**src/rtl/mips_pkg.sv**
```systemverilog
// mips_pkg: definitions shared by the fetch stage and its skid buffer.
//   INSTR_W        instruction / address width (32)
//   OPCODE_W       opcode field width (6)
//   OP_BEQ         beq opcode (6'h04)
//   fetch_state_e  fetch FSM states
//   next_pc()      32-bit modulo sequential-address increment
package mips_pkg;

  localparam int INSTR_W  = 32;
  localparam int OPCODE_W = 6;
  localparam logic [OPCODE_W-1:0] OP_BEQ = 6'h04;

  typedef enum logic [1:0] {
    ST_REQ    = 2'd0,  // request outstanding
    ST_SQUASH = 2'd1,  // request outstanding, its response will be dropped
    ST_HOLD   = 2'd2   // response parked in the skid buffer, no request
  } fetch_state_e;

  function automatic logic [INSTR_W-1:0] next_pc(input logic [INSTR_W-1:0] pc);
    return pc + 32'd4;  // wraps 32'hFFFF_FFFC -> 32'h0000_0000
  endfunction

endpackage

```
**src/rtl/fetch_skid_buf.sv**
```systemverilog
// fetch_skid_buf: one-entry buffer holding an instruction and its pc+4 while
// decode is stalled.
//   clk, rst_n        clock, async active-low reset
//   load_i            capture instr_i / pc4_i (entry becomes valid)
//   drain_i           entry moved downstream (entry becomes empty)
//   clear_i           flush; has priority over load and drain
//   valid_o, instr_o, pc4_o   buffered entry
module fetch_skid_buf
  import mips_pkg::*;
(
  input  logic               clk,
  input  logic               rst_n,
  input  logic               load_i,
  input  logic               drain_i,
  input  logic               clear_i,
  input  logic [INSTR_W-1:0] instr_i,
  input  logic [INSTR_W-1:0] pc4_i,
  output logic               valid_o,
  output logic [INSTR_W-1:0] instr_o,
  output logic [INSTR_W-1:0] pc4_o
);

  logic               valid_q;
  logic [INSTR_W-1:0] instr_q;
  logic [INSTR_W-1:0] pc4_q;

  // Entry storage: clear wins, then load, then drain.
  always_ff @(posedge clk or negedge rst_n) begin
    if (!rst_n) begin
      valid_q <= 1'b0;
      instr_q <= 32'h0000_0000;
      pc4_q   <= 32'h0000_0000;
    end else if (clear_i) begin
      valid_q <= 1'b0;
    end else if (load_i) begin
      valid_q <= 1'b1;
      instr_q <= instr_i;
      pc4_q   <= pc4_i;
    end else if (drain_i) begin
      valid_q <= 1'b0;
    end else begin
      valid_q <= valid_q;
    end
  end

  assign valid_o = valid_q;
  assign instr_o = instr_q;
  assign pc4_o   = pc4_q;

endmodule

```
**src/rtl/fetch_stage.sv**
```systemverilog
// fetch_stage: instruction fetch with IF/ID register, one-entry skid buffer and
// branch redirect/squash handling.
//   RESET_PC                  first fetch address after reset
//   clk, rst_n                clock, async active-low reset
//   stall                     decode cannot accept a new IF/ID entry
//   branch_taken/_target      redirect pulse and byte address
//   imem_req/addr/ack/rdata   instruction-memory request/response
//   ifid_valid/instr/opcode/pc4   IF/ID register
// Optional macro FETCH_PERF_CNT_EN adds perf_fetch_cnt / perf_stall_cnt.
module fetch_stage
  import mips_pkg::*;
#(
  parameter logic [31:0] RESET_PC = 32'h0000_0000
) (
  input  logic                clk,
  input  logic                rst_n,
  input  logic                stall,
  input  logic                branch_taken,
  input  logic [31:0]         branch_target,
  output logic                imem_req,
  output logic [31:0]         imem_addr,
  input  logic                imem_ack,
  input  logic [INSTR_W-1:0]  imem_rdata,
  output logic                ifid_valid,
  output logic [INSTR_W-1:0]  ifid_instr,
  output logic [OPCODE_W-1:0] ifid_opcode,
  output logic [31:0]         ifid_pc4
`ifdef FETCH_PERF_CNT_EN
  , output logic [31:0]       perf_fetch_cnt
  , output logic [31:0]       perf_stall_cnt
`endif
);

  fetch_state_e       state_q, state_d;
  logic [31:0]        pc_q, pc_d;      // address of the outstanding/next fetch
  logic [31:0]        tgt_q, tgt_d;    // redirect target held while squashing
  logic               req_q, req_d;
  logic               ifid_valid_q, ifid_valid_d;
  logic [INSTR_W-1:0] ifid_instr_q, ifid_instr_d;
  logic [31:0]        ifid_pc4_q, ifid_pc4_d;
  logic               ack_s;
  logic               skid_load_s, skid_drain_s, skid_clear_s;
  logic               skid_valid_s;
  logic [INSTR_W-1:0] skid_instr_s, skid_pc4_s;

  // An ack only counts against a request we actually issued (not the idle
  // cycle right after reset).
  assign ack_s = imem_ack & req_q;

  fetch_skid_buf u_skid (
    .clk     (clk),
    .rst_n   (rst_n),
    .load_i  (skid_load_s),
    .drain_i (skid_drain_s),
    .clear_i (skid_clear_s),
    .instr_i (imem_rdata),
    .pc4_i   (next_pc(pc_q)),
    .valid_o (skid_valid_s),
    .instr_o (skid_instr_s),
    .pc4_o   (skid_pc4_s)
  );

  // Next-state logic for the FSM, fetch pc and IF/ID register.
  always_comb begin
    state_d      = state_q;
    pc_d         = pc_q;
    tgt_d        = tgt_q;
    ifid_valid_d = stall ? ifid_valid_q : 1'b0;  // unstalled entry is consumed
    ifid_instr_d = ifid_instr_q;
    ifid_pc4_d   = ifid_pc4_q;
    skid_load_s  = 1'b0;
    skid_drain_s = 1'b0;
    skid_clear_s = 1'b0;
    if (branch_taken) begin
      ifid_valid_d = 1'b0;
      skid_clear_s = 1'b1;
      // imem_addr must not move while a request is still outstanding, so the
      // target waits in tgt_q until the stale response is absorbed.
      if (req_q && !imem_ack) begin
        state_d = ST_SQUASH;
        tgt_d   = branch_target & 32'hFFFF_FFFC;
      end else begin
        state_d = ST_REQ;
        pc_d    = branch_target & 32'hFFFF_FFFC;
      end
    end else begin
      case (state_q)
        ST_REQ: begin
          if (ack_s) begin
            pc_d = next_pc(pc_q);
            if (!ifid_valid_q || !stall) begin
              ifid_valid_d = 1'b1;
              ifid_instr_d = imem_rdata;
              ifid_pc4_d   = next_pc(pc_q);
            end else begin
              skid_load_s = 1'b1;
              state_d     = ST_HOLD;
            end
          end else begin
            state_d = ST_REQ;
          end
        end
        ST_SQUASH: begin
          if (ack_s) begin
            state_d = ST_REQ;
            pc_d    = tgt_q;
          end else begin
            state_d = ST_SQUASH;
          end
        end
        ST_HOLD: begin
          if (!stall && skid_valid_s) begin
            ifid_valid_d = 1'b1;
            ifid_instr_d = skid_instr_s;
            ifid_pc4_d   = skid_pc4_s;
            skid_drain_s = 1'b1;
            state_d      = ST_REQ;
          end else begin
            state_d = ST_HOLD;
          end
        end
        default: begin
          state_d = ST_REQ;
        end
      endcase
    end
    req_d = (state_d != ST_HOLD);
  end

  // FSM state, fetch pc and IF/ID register.
  always_ff @(posedge clk or negedge rst_n) begin
    if (!rst_n) begin
      state_q      <= ST_REQ;
      pc_q         <= RESET_PC;
      tgt_q        <= 32'h0000_0000;
      req_q        <= 1'b0;
      ifid_valid_q <= 1'b0;
      ifid_instr_q <= 32'h0000_0000;
      ifid_pc4_q   <= 32'h0000_0000;
    end else begin
      state_q      <= state_d;
      pc_q         <= pc_d;
      tgt_q        <= tgt_d;
      req_q        <= req_d;
      ifid_valid_q <= ifid_valid_d;
      ifid_instr_q <= ifid_instr_d;
      ifid_pc4_q   <= ifid_pc4_d;
    end
  end

  assign imem_req    = req_q;
  assign imem_addr   = pc_q;
  assign ifid_valid  = ifid_valid_q;
  assign ifid_instr  = ifid_instr_q;
  assign ifid_opcode = ifid_instr_q[31:26];
  assign ifid_pc4    = ifid_pc4_q;

`ifdef FETCH_PERF_CNT_EN
  logic [31:0] fetch_cnt_q, stall_cnt_q;
  logic        fetch_inc_s;

  // A response is accepted when it lands in IF/ID or in the skid buffer.
  assign fetch_inc_s = ack_s & ~branch_taken & (state_q == ST_REQ);

  // Performance counters, wrapping modulo 2^32.
  always_ff @(posedge clk or negedge rst_n) begin
    if (!rst_n) begin
      fetch_cnt_q <= 32'h0000_0000;
      stall_cnt_q <= 32'h0000_0000;
    end else begin
      fetch_cnt_q <= fetch_cnt_q + {31'd0, fetch_inc_s};
      stall_cnt_q <= stall_cnt_q + {31'd0, (req_q & ~imem_ack)};
    end
  end

  assign perf_fetch_cnt = fetch_cnt_q;
  assign perf_stall_cnt = stall_cnt_q;
`else
  // Performance counters not built.
`endif

endmodule

```
**config.mk**
```make
export PLATFORM = sky130hd
export DESIGN_NAME = fetch_stage
export DESIGN_NICKNAME = d
export VERILOG_FILES = /design/src/rtl/mips_pkg.sv /design/src/rtl/fetch_skid_buf.sv /design/src/rtl/fetch_stage.sv
export SDC_FILE = /design/constraint.sdc
export NUM_CORES = 1
export LEC_CHECK = 0
export BUFFER_PORTS_ARGS = -buffer_cell sky130_fd_sc_hd__buf_2
export CORE_ASPECT_RATIO = 0.75
export CORE_UTILIZATION = 50
export DETAILED_ROUTE_END_ITERATION = 10
export PLACE_DENSITY = 0.73
export SLEW_MARGIN = 20
export SYNTH_ARGS = -nofsm -noshare
export SYNTH_HDL_FRONTEND = slang
export SYNTH_SLANG_ARGS = --single-unit
```
**constraint.sdc**
```tcl
create_clock -name clk -period 3.8 [get_ports clk]
set_input_delay 0.19 -clock clk [delete_from_list [all_inputs] [get_ports clk]]
set_output_delay 0.19 -clock clk [all_outputs]
set_load 0.01 [all_outputs]
```
; ---- Yosys cells after proc, flatten, opt, wreduce, memory -nomap -nowiden
; Cells that the tools add are included.
[word_totals]
reg_bits = 195
latch_bits = 0
ramBits = 0
romBits = 0
inputBits = 69
word_cells = 74
memories = 0
[classes]
add_sub_neg = 1
multipliers = 0
div_mod_pow = 0
order_cmp = 0
eq_ne = 9
shift = 0
mux = 37
bitwise_logic = 3
n_reduce_logical = 14
[ops]
columns = operator, n
row1 = 32-bit two-way mux, 10
row2 = 32-bit case mux with 2 select lines, 3
row3 = 32-bit by 3-bit adder with 32-bit output (second input constant), 1
row4 = 1-bit two-way mux, 18
row5 = 2-bit != test (second input constant), 5
row6 = 2-bit two-way mux, 4
row7 = 3-bit != test (second input constant), 2
row8 = 2-bit case mux with 3 select lines, 1
row9 = 3-bit nonzero test, 2
row10 = 5-bit AND reduction, 1
row11 = 2-bit AND reduction, 2
row12 = 4-bit AND reduction, 1
row13 = 1-bit zero test, 3
row14 = 2-bit by 1-bit == test with 1-bit output (second input constant), 1
row15 = 2-bit == test (second input constant), 1
row16 = 1-bit logical AND, 2
row17 = 2-bit zero test, 1
row18 = 1-bit inverter, 2
row19 = 1-bit case mux with 2 select lines, 1
row20 = 2-bit nonzero test, 1
row21 = 1-bit bitwise AND, 1
row22 = 1-bit logical OR, 1

; ---- Logic depth before layout (Yosys ltp)
[logic_depth]
word_depth = 8
mapped_depth = 7
ltp_nobuf = 6

; ---- By module
; Synthesis repeated with hierarchy kept, for this count alone.
[hier_totals]
cells_unflattened = 913
area_unflattened_um2 = 9604.2
[by_module_without_submodules]
columns = module, n_inst, cells_per_inst, area_each_um2
row1 = fetch_stage, 1, 773, 6862.8
row2 = fetch_skid_buf, 1, 140, 2741.4

; ---- Least setup slack after synthesis
; OpenSTA, ideal clock, no wires.
[synth_timing]
path_type = flip-flop to flip-flop
from = register pc_q[2], in the netlist imem_addr[2]
to = register pc_q[18], in the netlist imem_addr[18]
arrival_ns = 1.924
slack_ns = 1.799
path_stages_with_launch = 7
synth_period_minus_slack_ns = 2.001
path_cell_list = dfrtp_1 ha_1 and2_1 nand2_1 or4_1 a31o_2 a21oi_1
[synth_via]
elab_chain_len = 4
[synth_rtl]
columns = item, line
row1 = start: declaration, fetch_stage.sv:35  ; logic [31:0] pc_q, pc_d;
row2 = start signal: assignment, fetch_stage.sv:142  ; pc_q <= pc_d;
row3 = 32-bit by 3-bit adder with 32-bit output, mips_pkg.sv:20  ; return pc + 32'd4;
row4 = 32-bit two-way mux, fetch_stage.sv:89  ; if (ack_s) begin
row5 = 32-bit case mux with 2 select lines, fetch_stage.sv:87  ; case (state_q)
row6 = 32-bit two-way mux, fetch_stage.sv:74  ; if (branch_taken) begin
; No other way between the ends. The select of a mux whose other input is x is not followed.
; A chain may end at the register's enable or synchronous reset.

; ---- Worst setup path in the final report
[layout_timing]
from = register pc_q[5], in the netlist imem_addr[5]
to = register u_skid.pc4_q[31], in the netlist u_skid.pc4_o[31]
[layout_via]
elab_chain_len = 1
[layout_rtl]
columns = item, line
row1 = 32-bit by 3-bit adder with 32-bit output, mips_pkg.sv:20
row2 = end signal: assignment, fetch_skid_buf.sv:38  ; pc4_q <= pc4_i;
row3 = end: declaration, fetch_skid_buf.sv:25  ; logic [INSTR_W-1:0] pc4_q;
; No other way between the ends.

==> metrics.yaml <==
status: "finished, final reports clean"
cts_sinks: 189
dr_wl_met3_mm: 1.64
post-cts-setup-buffer-count: 0
dieArea_sq_um: 18600
nFillCells: 1506
synthMuxAreaShare_pct: 8.93
peakVddDrop_mv: 0.276
cellLeakagePower_nw: 4.94
firstDrtPassIters: 7
routed_wl_mm: 23.1
track_usage_pct: 26.1
root_buffer: "clkbuf_16"
yosysUniqueCellTypes: 52
worst-setup-path-type: "flop to flop"
crit_path_end_kind: "flop"
max_freq_mhz: 402
synth_area_leaders: "dfrtp_1 (52%), mux2_2 (8.5%), nand2_1 (6.1%), o21ai_0 (3.9%), nor2_1 (3.0%)"
period_share_pct: 65.5
maxCapViolations: 0
die_height_um: 118
fin_crit_ns: 2.49
start_util_pct: 51.1
viasPerCell: 5.63
synthFlopType: "dfrtp_1"
yosys_warnings: 0
grt_pass1_vias: 7324
top_layer_used: "met4"
hold_buffers: 45
routed-wl-met2_mm: 10.7
fp-row-count: 42
skew_ns: 0.0105
cts_tree: "yes"
drtIter0Drc: 629
fin_util_pct: 62.3
postSynthAreaPerCell_sq_um: 9.76
syn_to_final_growth_pct: 21.9
core_area_sq_um: 17700
setup_viol: 0
post_drt_wl_per_cell_um: 17.1
ctsResizeCount: 0
slew_headroom_pct: 35.2
cp.required_ns: 4.07
synth_top_family_by_area: "simple AND/OR/NAND/NOR gates"
ys_seq_elements: 189
synth_area_sq_um: 9020
die_w_um: 157
yosysTopAreaCell: "dfrtp_1"
setup_tns_ns: 0
finalHoldViolations: 0
io_buffers: 166
grt_pass1_wl_mm: 37.7
layout.nets: 1161
hold_class: "input port to flop"
h-tree-depth: 4
final_layout_size_suffix_gt1_share_pct: 26.7
cts_buffer_depth: 2
tightest_slew_ns: 0.971
grt_setup_unrepaired: "false"
synth_fa_ha_area_share_pct: 0.139
wl_met1_mm: 10.3
setup.worst_path.start_class: "flop"
mostFrequentLayoutCells: "dfrtp_1 (189), buf_2 (165), nand2_1 (146), nor2_1 (71), o21ai_0 (70)"
drc: 0
synth-compound-area-share_pct: 14.8
synthSimpleGateAreaFrac_pct: 17.0
path_max_fanout: 9
grt_max_degree: 120
async_flop_share_pct: 100
overflow: 0
synthXorXnorAreaFrac_pct: 2.23
clkSlewWorstSetupHoldPaths_ns: 0.07
antenna_found_initial: 1
num_io_pins: 173
postRouteAntennaNets: 0
clkLatencyLatePin_ns: 0.43
report.final.slew_viol_count: 0
p_per_area_nw_per_um2: 532
arrival_ns: 2.76
final_common_cell: "dfrtp_1"
seq_area_frac_synth_pct: 52.4
synth-edff-count: 0
numCtsBuffers: 17
place_congestion: 0.885
dr_total_vias: 7578
dp_hpwl_mm: 15.1
yosys.area.top_type_share_pct: 52.4
synthCells: 924
power by group:
part           switching (W)  internal [W]
Sequential          0.000328       0.00246
Combinational       0.000693      0.000594
Clock               0.000781      0.000987
Total                0.00180       0.00404
final timing paths:
path / cells after the start / slack (ns) / endpoint / start
max in group asynchronous: 3 / 2.38 / ifid_instr[10] / rst_n
hold reg to reg: 2 / 0.48 / ifid_pc4[14] / ifid_pc4[14]
setup reg to reg: 5 / 1.31 / u_skid.pc4_o[31] / imem_addr[5]
hold / removal: 2 / 0.01 / tgt_q[13] / branch_target[13]
min in group asynchronous: 2 / 0.44 / tgt_q[30] / rst_n
setup / recovery: 5 / 1.31 / u_skid.pc4_o[31] / imem_addr[5]
critical path: stages (launching register included):
cell and delay [ns]:
dfrtp_1 0.51, nand4_2 0.26, nor4_1 0.83, nand3_1 0.29, xor2_1 0.32, o21ai_0 0.13
cell type report:
type	instances	area [sq um]	share of cell area, %
flip-flops and latches	189	4730	43.0
clock buffers	18	439	4.00
multi-input cells	645	3930	35.7
repair buffers	225	1410	12.8
diodes	1	2.50	0.0228
clock inverters	13	138	1.25
well taps	242	303	2.75
inverters	13	48.8	0.444
logic make-up after synthesis:
| group | Yosys count |
|---|---|
| other | 1 |
| multiplexers | 72 |
| buffers and inverters | 93 |
| XOR/XNOR | 23 |
| AO/OA/AOI/OAI | 212 |
| adder cells (fa/ha/maj) | 1 |
| AND/OR/NAND/NOR | 333 |
| flip-flops | 189 |
sequential cells by signal, summed over array words and instances, names as in the netlist:
register	flops
u_skid.valid_o	1
state_q	2
ifid_valid	1
imem_req	1
u_skid.instr_o	32
ifid_instr	32
u_skid.pc4_o	30
tgt_q	30
ifid_pc4	30
imem_addr	30
routing by layer:
metal,track usage [%],vias up
li1,-,3587
met1,36.3,3681
met2,40.4,282
met3,6.86,28
met4,7.10,0
met5,0,-
stage by stage:
| stage | hold slack (ns) | instance area [sq um] | setup slack (ns) | total power (W) | instances |
|---|---|---|---|---|---|
| final | 0.0149 | 11000 | 1.31 | 0.00585 | 1346 |
| after global routing | 0.00255 | 11000 | 1.12 | 0.00618 | 1345 |
| after CTS | 0.00159 | 11000 | 1.33 | 0.00589 | 1345 |
| after detailed placement | 0.394 | 9960 | 1.25 | 0.00408 | 1269 |
| after global placement | 0.395 | 9960 | 1.34 | 0.00402 | 1269 |
| after floorplan | -0.106 | 9030 | 1.80 | 0.00354 | 927 |
synthesized netlist by cell type, drive strengths merged, types with 4 or more instances:
cell / count
xor2: 11
o21ai: 71
dfrtp: 189
inv: 13
a21o: 4
buf: 27
o22a: 6
nand4: 12
clkbuf: 53
mux2i: 4
xnor2: 12
nor4: 7
nor2: 73
a2bb2oi: 14
and4: 7
o211ai: 11
mux2: 68
a31oi: 39
a21oi: 32
nor3: 20
o31ai: 4
o221ai: 7
and3: 6
nand3: 35
or3: 15
a211oi: 9
nand2: 146
Power figures use the tool's default switching activity.
